===== src/rtl/hamming_secded_decoder_pipe_if.sv =====
// rtl/hamming_secded_decoder_pipe_if.sv - code-word input and corrected-data output streams of the SEC-DED decoder
interface hamming_secded_decoder_pipe_if #(
  parameter int DATA_W = 8,
  parameter int PAR_W  = 4
);
  localparam int CODE_W = DATA_W + PAR_W + 1;

  logic              in_valid;
  logic              in_ready;
  logic [CODE_W-1:0] in_code;
  logic              out_valid;
  logic              out_ready;
  logic [DATA_W-1:0] out_data;
  logic              err_single;
  logic              err_double;

  modport master (
    output in_valid, in_code, out_ready,
    input  in_ready, out_valid, out_data, err_single, err_double
  );

  modport slave (
    input  in_valid, in_code, out_ready,
    output in_ready, out_valid, out_data, err_single, err_double
  );
endinterface


===== src/rtl/hamming_secded_decoder_pipe.sv =====
// rtl/hamming_secded_decoder_pipe.sv - 2-stage Hamming SEC-DED decoder with valid/ready streams and saturating event counters
module hamming_secded_decoder_pipe #(
  parameter int DATA_W  = 8,
  parameter int PAR_W   = 4,
  parameter int COUNT_W = 16
) (
  input  logic                        clk,
  input  logic                        rst_n,
  hamming_secded_decoder_pipe_if.slave bus,
  input  logic                        clr_counts,
  output logic [COUNT_W-1:0]          sec_count,
  output logic [COUNT_W-1:0]          ded_count
);
  localparam int N      = DATA_W + PAR_W;
  localparam int CODE_W = N + 1;
  localparam logic [PAR_W-1:0] N_L = PAR_W'(N);

  if (DATA_W < 4 || DATA_W > 64) begin : g_bad_data_w
    $error("DATA_W must be within 4..64");
  end
  if ((2 ** PAR_W) < N + 1 || (2 ** (PAR_W - 1)) >= N) begin : g_bad_par_w
    $error("PAR_W must be the smallest p with 2^p >= DATA_W+p+1");
  end

  function automatic logic [PAR_W-1:0] syndrome(input logic [CODE_W-1:0] code);
    logic [PAR_W-1:0] s;
    s = '0;
    for (int pos = 1; pos <= N; pos++) begin
      if (code[pos-1]) s = s ^ PAR_W'(pos);
    end
    return s;
  endfunction

  // Data bits sit at the non-power-of-two positions; shifting in from the MSB
  // leaves the lowest position in data[0].
  function automatic logic [DATA_W-1:0] extract(input logic [CODE_W-1:0] code);
    logic [DATA_W-1:0] d;
    d = '0;
    for (int pos = 1; pos <= N; pos++) begin
      if ((pos & (pos - 1)) != 0) d = {code[pos-1], d[DATA_W-1:1]};
    end
    return d;
  endfunction

  logic              s1_valid;
  logic [CODE_W-1:0] s1_code;
  logic [PAR_W-1:0]  s1_syn;
  logic              s1_par;
  logic              s2_load_ok;
  logic              s1_advance;
  logic              delivered;

  assign s2_load_ok  = !bus.out_valid || bus.out_ready;
  assign s1_advance  = s1_valid && s2_load_ok;
  assign bus.in_ready = !s1_valid || s1_advance;
  assign delivered   = bus.out_valid && bus.out_ready;

  always_ff @(posedge clk or negedge rst_n) begin
    if (!rst_n) begin
      s1_valid <= 1'b0;
      s1_code  <= '0;
      s1_syn   <= '0;
      s1_par   <= 1'b0;
    end else if (bus.in_ready) begin
      s1_valid <= bus.in_valid;
      if (bus.in_valid) begin
        s1_code <= bus.in_code;
        s1_syn  <= syndrome(bus.in_code);
        s1_par  <= ^bus.in_code;
      end
    end
  end

  logic [CODE_W-1:0] fixed_code;
  logic              nxt_single;
  logic              nxt_double;

  always_comb begin
    fixed_code = s1_code;
    nxt_single = 1'b0;
    nxt_double = 1'b0;
    if (s1_syn == '0) begin
      nxt_single = s1_par;
    end else if (!s1_par || s1_syn > N_L) begin
      nxt_double = 1'b1;
    end else begin
      nxt_single = 1'b1;
      for (int i = 0; i < N; i++) begin
        if (PAR_W'(i + 1) == s1_syn) fixed_code[i] = ~fixed_code[i];
      end
    end
  end

  always_ff @(posedge clk or negedge rst_n) begin
    if (!rst_n) begin
      bus.out_valid  <= 1'b0;
      bus.out_data   <= '0;
      bus.err_single <= 1'b0;
      bus.err_double <= 1'b0;
    end else if (s2_load_ok) begin
      bus.out_valid <= s1_valid;
      if (s1_valid) begin
        bus.out_data   <= extract(fixed_code);
        bus.err_single <= nxt_single;
        bus.err_double <= nxt_double;
      end
    end
  end

  // Clear wins over a same-cycle increment; counts stick at all-ones.
  always_ff @(posedge clk or negedge rst_n) begin
    if (!rst_n) begin
      sec_count <= '0;
      ded_count <= '0;
    end else if (clr_counts) begin
      sec_count <= '0;
      ded_count <= '0;
    end else begin
      if (delivered && bus.err_single && sec_count != '1) sec_count <= sec_count + 1'b1;
      if (delivered && bus.err_double && ded_count != '1) ded_count <= ded_count + 1'b1;
    end
  end
endmodule


===== src/flat_wrapper.sv =====
// flat-port wrapper written by rule: the top's interface ports become plain ports
module hamming_secded_decoder_pipe_flat 
#(
  parameter int DATA_W  = 8,
  parameter int PAR_W   = 4,
  parameter int COUNT_W = 16
)
  (clk, rst_n, clr_counts, sec_count, ded_count, bus_in_valid, bus_in_code, bus_out_ready, bus_in_ready, bus_out_valid, bus_out_data, bus_err_single, bus_err_double);
  hamming_secded_decoder_pipe_if #(.DATA_W(DATA_W), .PAR_W(PAR_W)) bus_i ();
  input  logic clk;
  input  logic rst_n;
  input  logic clr_counts;
  output logic [COUNT_W-1:0] sec_count;
  output logic [COUNT_W-1:0] ded_count;
  input wire logic [$bits(bus_i.in_valid)-1:0] bus_in_valid;
  input wire logic [$bits(bus_i.in_code)-1:0] bus_in_code;
  input wire logic [$bits(bus_i.out_ready)-1:0] bus_out_ready;
  output wire logic [$bits(bus_i.in_ready)-1:0] bus_in_ready;
  output wire logic [$bits(bus_i.out_valid)-1:0] bus_out_valid;
  output wire logic [$bits(bus_i.out_data)-1:0] bus_out_data;
  output wire logic [$bits(bus_i.err_single)-1:0] bus_err_single;
  output wire logic [$bits(bus_i.err_double)-1:0] bus_err_double;
  assign bus_i.in_valid = bus_in_valid;
  assign bus_i.in_code = bus_in_code;
  assign bus_i.out_ready = bus_out_ready;
  assign bus_in_ready = bus_i.in_ready;
  assign bus_out_valid = bus_i.out_valid;
  assign bus_out_data = bus_i.out_data;
  assign bus_err_single = bus_i.err_single;
  assign bus_err_double = bus_i.err_double;
  hamming_secded_decoder_pipe #(.DATA_W(DATA_W), .PAR_W(PAR_W), .COUNT_W(COUNT_W)) u_core (.clk(clk), .rst_n(rst_n), .bus(bus_i), .clr_counts(clr_counts), .sec_count(sec_count), .ded_count(ded_count));
endmodule

===== config.mk =====
export PLATFORM = sky130hd
export DESIGN_NAME = hamming_secded_decoder_pipe_flat
export DESIGN_NICKNAME = d
export VERILOG_FILES = /design/src/rtl/hamming_secded_decoder_pipe_if.sv /design/src/rtl/hamming_secded_decoder_pipe.sv /design/src/flat_wrapper.sv
export SDC_FILE = /design/constraint.sdc
export NUM_CORES = 1
export LEC_CHECK = 0
export BUFFER_PORTS_ARGS = -buffer_cell sky130_fd_sc_hd__buf_4
export CAP_MARGIN = 20
export CORE_MARGIN = 2
export CORE_UTILIZATION = 45
export CTS_CLUSTER_SIZE = 14
export DETAILED_ROUTE_END_ITERATION = 10
export PLACE_DENSITY = 0.78
export REMOVE_ABC_BUFFERS = 1
export SLEW_MARGIN = 15
export SYNTH_ARGS = -nofsm -noshare
export SYNTH_HDL_FRONTEND = slang
export SYNTH_SLANG_ARGS = --single-unit

===== constraint.sdc =====
create_clock -name clk -period 4.02 [get_ports clk]
set_input_delay 0.201 -clock clk [delete_from_list [all_inputs] [get_ports clk]]
set_output_delay 0.201 -clock clk [all_outputs]
set_load 0.005 [all_outputs]

==> results list <==
- Synth async-reset ratio: 100.0%
- Synthesized-area fraction occupied by and/or/nand/nor cells: 21.59%
- Average wire length per cell after detail routing: 13.70 um
- FF-to-FF End: u_core.ded_count[14]
- Total Negative Setup Slacks: 0 ps
* Avg Vias per Cell: 5.286
- During I/O placement, the number of pins put on the boundary was 62.
- The total area inside the core boundary comes to 6386 um2.
- The wire-length estimate of the detail-placed layout is 4.495 mm.
* Clock latency reported for the late side of the worst-skew pair: 330 ps
- Source of the critical timing path: u_core.bus.out_valid
- TritonCTS built the clock tree.
* Final worst path period need: 1883 ps
- Summing the areas of all xor and xnor instances in the mapped netlist gives 16.63% of the synthesized area.
- Placement row count: 29
- X dimension of the die: 85.67 um
- Max Slew Vio Count: 0
* GR Util met3: 4.139%
- Fraction of final layout cells sized beyond drive strength 1: 25.68%
- Number of max-capacitance violations reported: 0
* Total of hold buffers inserted after clock tree synthesis: 1
- Gr busiest metal: met2
* VDD IR max: 0.1965 mV
- The worst hold path passes through 2 cells.
* Cell at the root of the clock tree: clkbuf_8
- The H-tree was split into 3 levels.
- Hold-critical path endpoint: u_core.s1_valid
- Sequential cell area in the final layout: 1426 um2
- Deepest clock path buffer count: 2
- Counting flops with a built-in enable in the synthesized netlist gives 0.
- In the finished design, the share of the clock period the worst path needs comes to 46.84%.
* Vias: 2,363
* Post-Layout Inst Area: 3732 um2
- For the pin with the worst max-slew slack, the measured transition is 690.4 ps.
- Clock skew on the completed layout was measured at 7.854 ps.
- Chip height: 85.67 um
- Synthesis-stage register bit count: 57
- Global routing consumed, on the met2 layer, 30.26% of the routing resources.
* Final net count: 385
* Clock Sink Count: 57
- Global route total overflow: 0
* Final-layout fill cell count: 576
* Clock-pin slew on the worst setup and hold paths: 70 ps
- After synthesis, the share of cell area in mux cells is 3.710%.
* Inserted Diodes: 0
* Via count of the first global-routing pass: 2,266
* Area fraction in compound gates after synthesis: 7.920%
* Area of the multi-input gates: 1521 um2
* Post-Synthesis Cells: 300
- Main combinational cell family by area after synthesis: simple AND/OR/NAND/NOR gates
- Setup violations remaining at the end of the flow were counted as 0.
- Global routing used 18.19% of the available tracks across all layers.
- Remaining max-slew budget at the tightest pin: 53.97%
* Synthesized area per cell: 10.01 um2
* Post-route DRC: 0
- The die covers 7339 um2.
* Most instantiated flip-flop cell in the synthesis netlist: dfrtp_1
* Unrepaired setup endpoints after global routing: false
- Critical setup path kind: register to register
- Number of antenna violations at the first check in global routing: 0
- Dividing total power by cell area gives a power density of 410.2 nW/um2.
* Crit-path max FO: 12
- The synthesized netlist devotes 0.8337% of its cell area to adder and majority cells.
* Maximum operating frequency: 531.1 MHz
- Reg-to-reg startpoint: u_core.bus.out_valid
- Once detail routing completed, the nets flagged for antenna violations numbered 0.
- Clock tree synthesis inserted a total of 9 buffers.
* First-pass GRT wire length: 10.47 mm
- The run finished with clean final reports.
- The worst hold path begins at bus_in_valid.
- STA classifies the critical path endpoint as a register.
* Router iterations before antenna repair: 4
* Placed standard-cell area: 3517 um2
- The congestion estimate from routability-driven global placement came to 0.9025.
* I/O Buffers: 61
- The hold violation total from the final report came to 0.
* Sequential fraction of the synthesis area: 47.52%
- Entering global routing, the biggest net connects 58 pins.
* Hold Path Class: input port to register
- At the worst endpoint, the arrival time is 2130 ps.
- Number of gates resized after CTS: 0
- Path depth of the worst reg2reg path: 5
* Number of unique standard cell types used by synthesis: 41
* FF-to-FF setup slack: 2140 ps
- Postcts setup bufs: 0
- After detailed routing, the total wire length is 6.126 mm.
* Mapped cell area: 3002 um2
* Startpoint class of the critical path: register
- At the worst endpoint, the required time is 4270 ps.
- Number of synthesis warnings: 0
- The initial utilization of the core area, before any placement, comes to 47.00%.
* Met1 capacity usage during global routing: 22.42%
- P&R area growth vs syn: 24.34%
* Number of DRC violations after detailed-routing iteration 0: 126
* Leak Pwr: 1.622 nW
where the power goes:
| group | switching, W | internal [W] | total (W) | leakage, nW |
|---|---|---|---|---|
| clock network | 0.000225 | 0.000318 | 0.000542 | 0.109 |
| logic | 0.000131 | 0.000148 | 0.000278 | 0.768 |
| registers | 0.0000709 | 0.000640 | 0.000710 | 0.745 |
| total | 0.000426 | 0.00110 | 0.00153 | 1.62 |
worst max-delay path by stage:
stage,cells after the start,to,slack (ps)
after global routing,5,u_core.ded_count[14],2000
after floorplan,5,u_core.ded_count[14],2380
final,5,u_core.ded_count[14],2140
after global placement,5,u_core.ded_count[14],2270
after CTS,5,u_core.ded_count[14],2160
after detailed placement,5,u_core.ded_count[14],2200
Yosys cell counts, types with 2 or more instances:
| library cell | number | area share, % |
|---|---|---|
| xnor2_1 | 38 | 11 |
| o211ai_1 | 2 | 0.50 |
| inv_1 | 4 | 0.50 |
| and3_1 | 5 | 1.0 |
| a211oi_1 | 3 | 0.75 |
| a21oi_1 | 3 | 0.50 |
| nand4_1 | 9 | 1.9 |
| a2111oi_2 | 2 | 1.0 |
| mux2_2 | 9 | 3.4 |
| nand2b_1 | 5 | 1.0 |
| ha_1 | 2 | 0.83 |
| nor4_1 | 4 | 0.83 |
| dfrtp_1 | 57 | 48 |
| nor3_1 | 5 | 0.83 |
| clkbuf_1 | 5 | 0.63 |
| nand3_1 | 14 | 2.3 |
| nand2_1 | 26 | 3.3 |
| o2111ai_1 | 3 | 0.88 |
| nand3b_1 | 3 | 0.75 |
| o21ai_0 | 20 | 3.3 |
| nor2_1 | 42 | 5.3 |
| xor2_1 | 19 | 5.5 |
| nand4_2 | 2 | 0.83 |
cell families (layout without fill, tap and decap cells):
| logic type | Yosys count | after routing |
|---|---|---|
| compound gates | 36 | 36 |
| xor+xnor | 57 | 57 |
| fa+ha+maj | 2 | 2 |
| buf+inv | 12 | 82 |
| flops | 57 | 57 |
| mux | 10 | 10 |
| simple gates | 126 | 126 |
area by class of cell:
class | instances | share of cell area (%)
flip-flops and latches | 57 | 38.22
multi-input cells | 231 | 40.76
clock buffers | 11 | 4.056
repair buffers | 62 | 12.54
well taps | 77 | 2.581
inverters | 4 | 0.4023
clock inverters | 5 | 1.442
flip-flops by register name, indices dropped and copies added (netlist names):
| name | flops |
|---|---|
| u_core.bus.out_data | 8 |
| u_core.bus.err_double | 1 |
| u_core.sec_count | 16 |
| u_core.s1_par | 1 |
| u_core.ded_count | 16 |
| u_core.bus.out_valid | 1 |
| u_core.s1_code | 8 |
| u_core.s1_valid | 1 |
| u_core.s1_syn | 4 |
| u_core.bus.err_single | 1 |
worst max-delay path, stage by stage, from the launching register on:
cell	delay (ps)
dfrtp_1	400
nand3_1	390
nor3_2	410
nand3_2	140
or3_1	330
a21oi_1	150
cells in the final DEF (no fill, tap or decap), types with 2 or more instances in the layout:
cell type and n:
nand3_1 14, nand4_2 2, and3_1 5, clkinv_2 3
ha_1 2, xor2_1 19, o21ai_0 20, mux2_2 9
nor4_1 4, dfrtp_1 57, nand2b_1 5, nor3_1 5
a2111oi_2 2, xnor2_1 38, buf_4 61, nand2_1 26
a21oi_1 3, a211oi_1 3, nand4_1 9, clkbuf_8 11
nand3b_1 3, o211ai_1 2, nor2_1 42, o2111ai_1 3
inv_1 4
per-layer routing:
| metal | wire length [um] | vias up | share of wire [%] |
|---|---|---|---|
| met5 | 0 | - | 0 |
| li1 | - | 1176 | - |
| met1 | 2646 | 1129 | 43 |
| met2 | 3137 | 51 | 51 |
| met4 | 87 | 0 | 1.4 |
| met3 | 254 | 7 | 4.1 |
metrics by stage:
| stage | cells | total power, W | hold WS, ps | worst slack, ps | util (%) |
|---|---|---|---|---|---|
| 2_1_floorplan | 292 | 0.0008676 | -94.59 | 2380 | - |
| 3_3_place_gp | 430 | 0.0009935 | 293.8 | 2270 | 55.07 |
| 3_5_place_dp | 430 | 0.001005 | 298.0 | 2198 | 55.07 |
| 4_1_cts | 447 | 0.001556 | 83.86 | 2155 | 58.44 |
| 5_1_grt | 447 | 0.001619 | 96.78 | 1996 | 58.44 |
| 6_report | 447 | 0.001531 | 102.1 | 2137 | 58.44 |
Power figures use the tool's default switching activity.
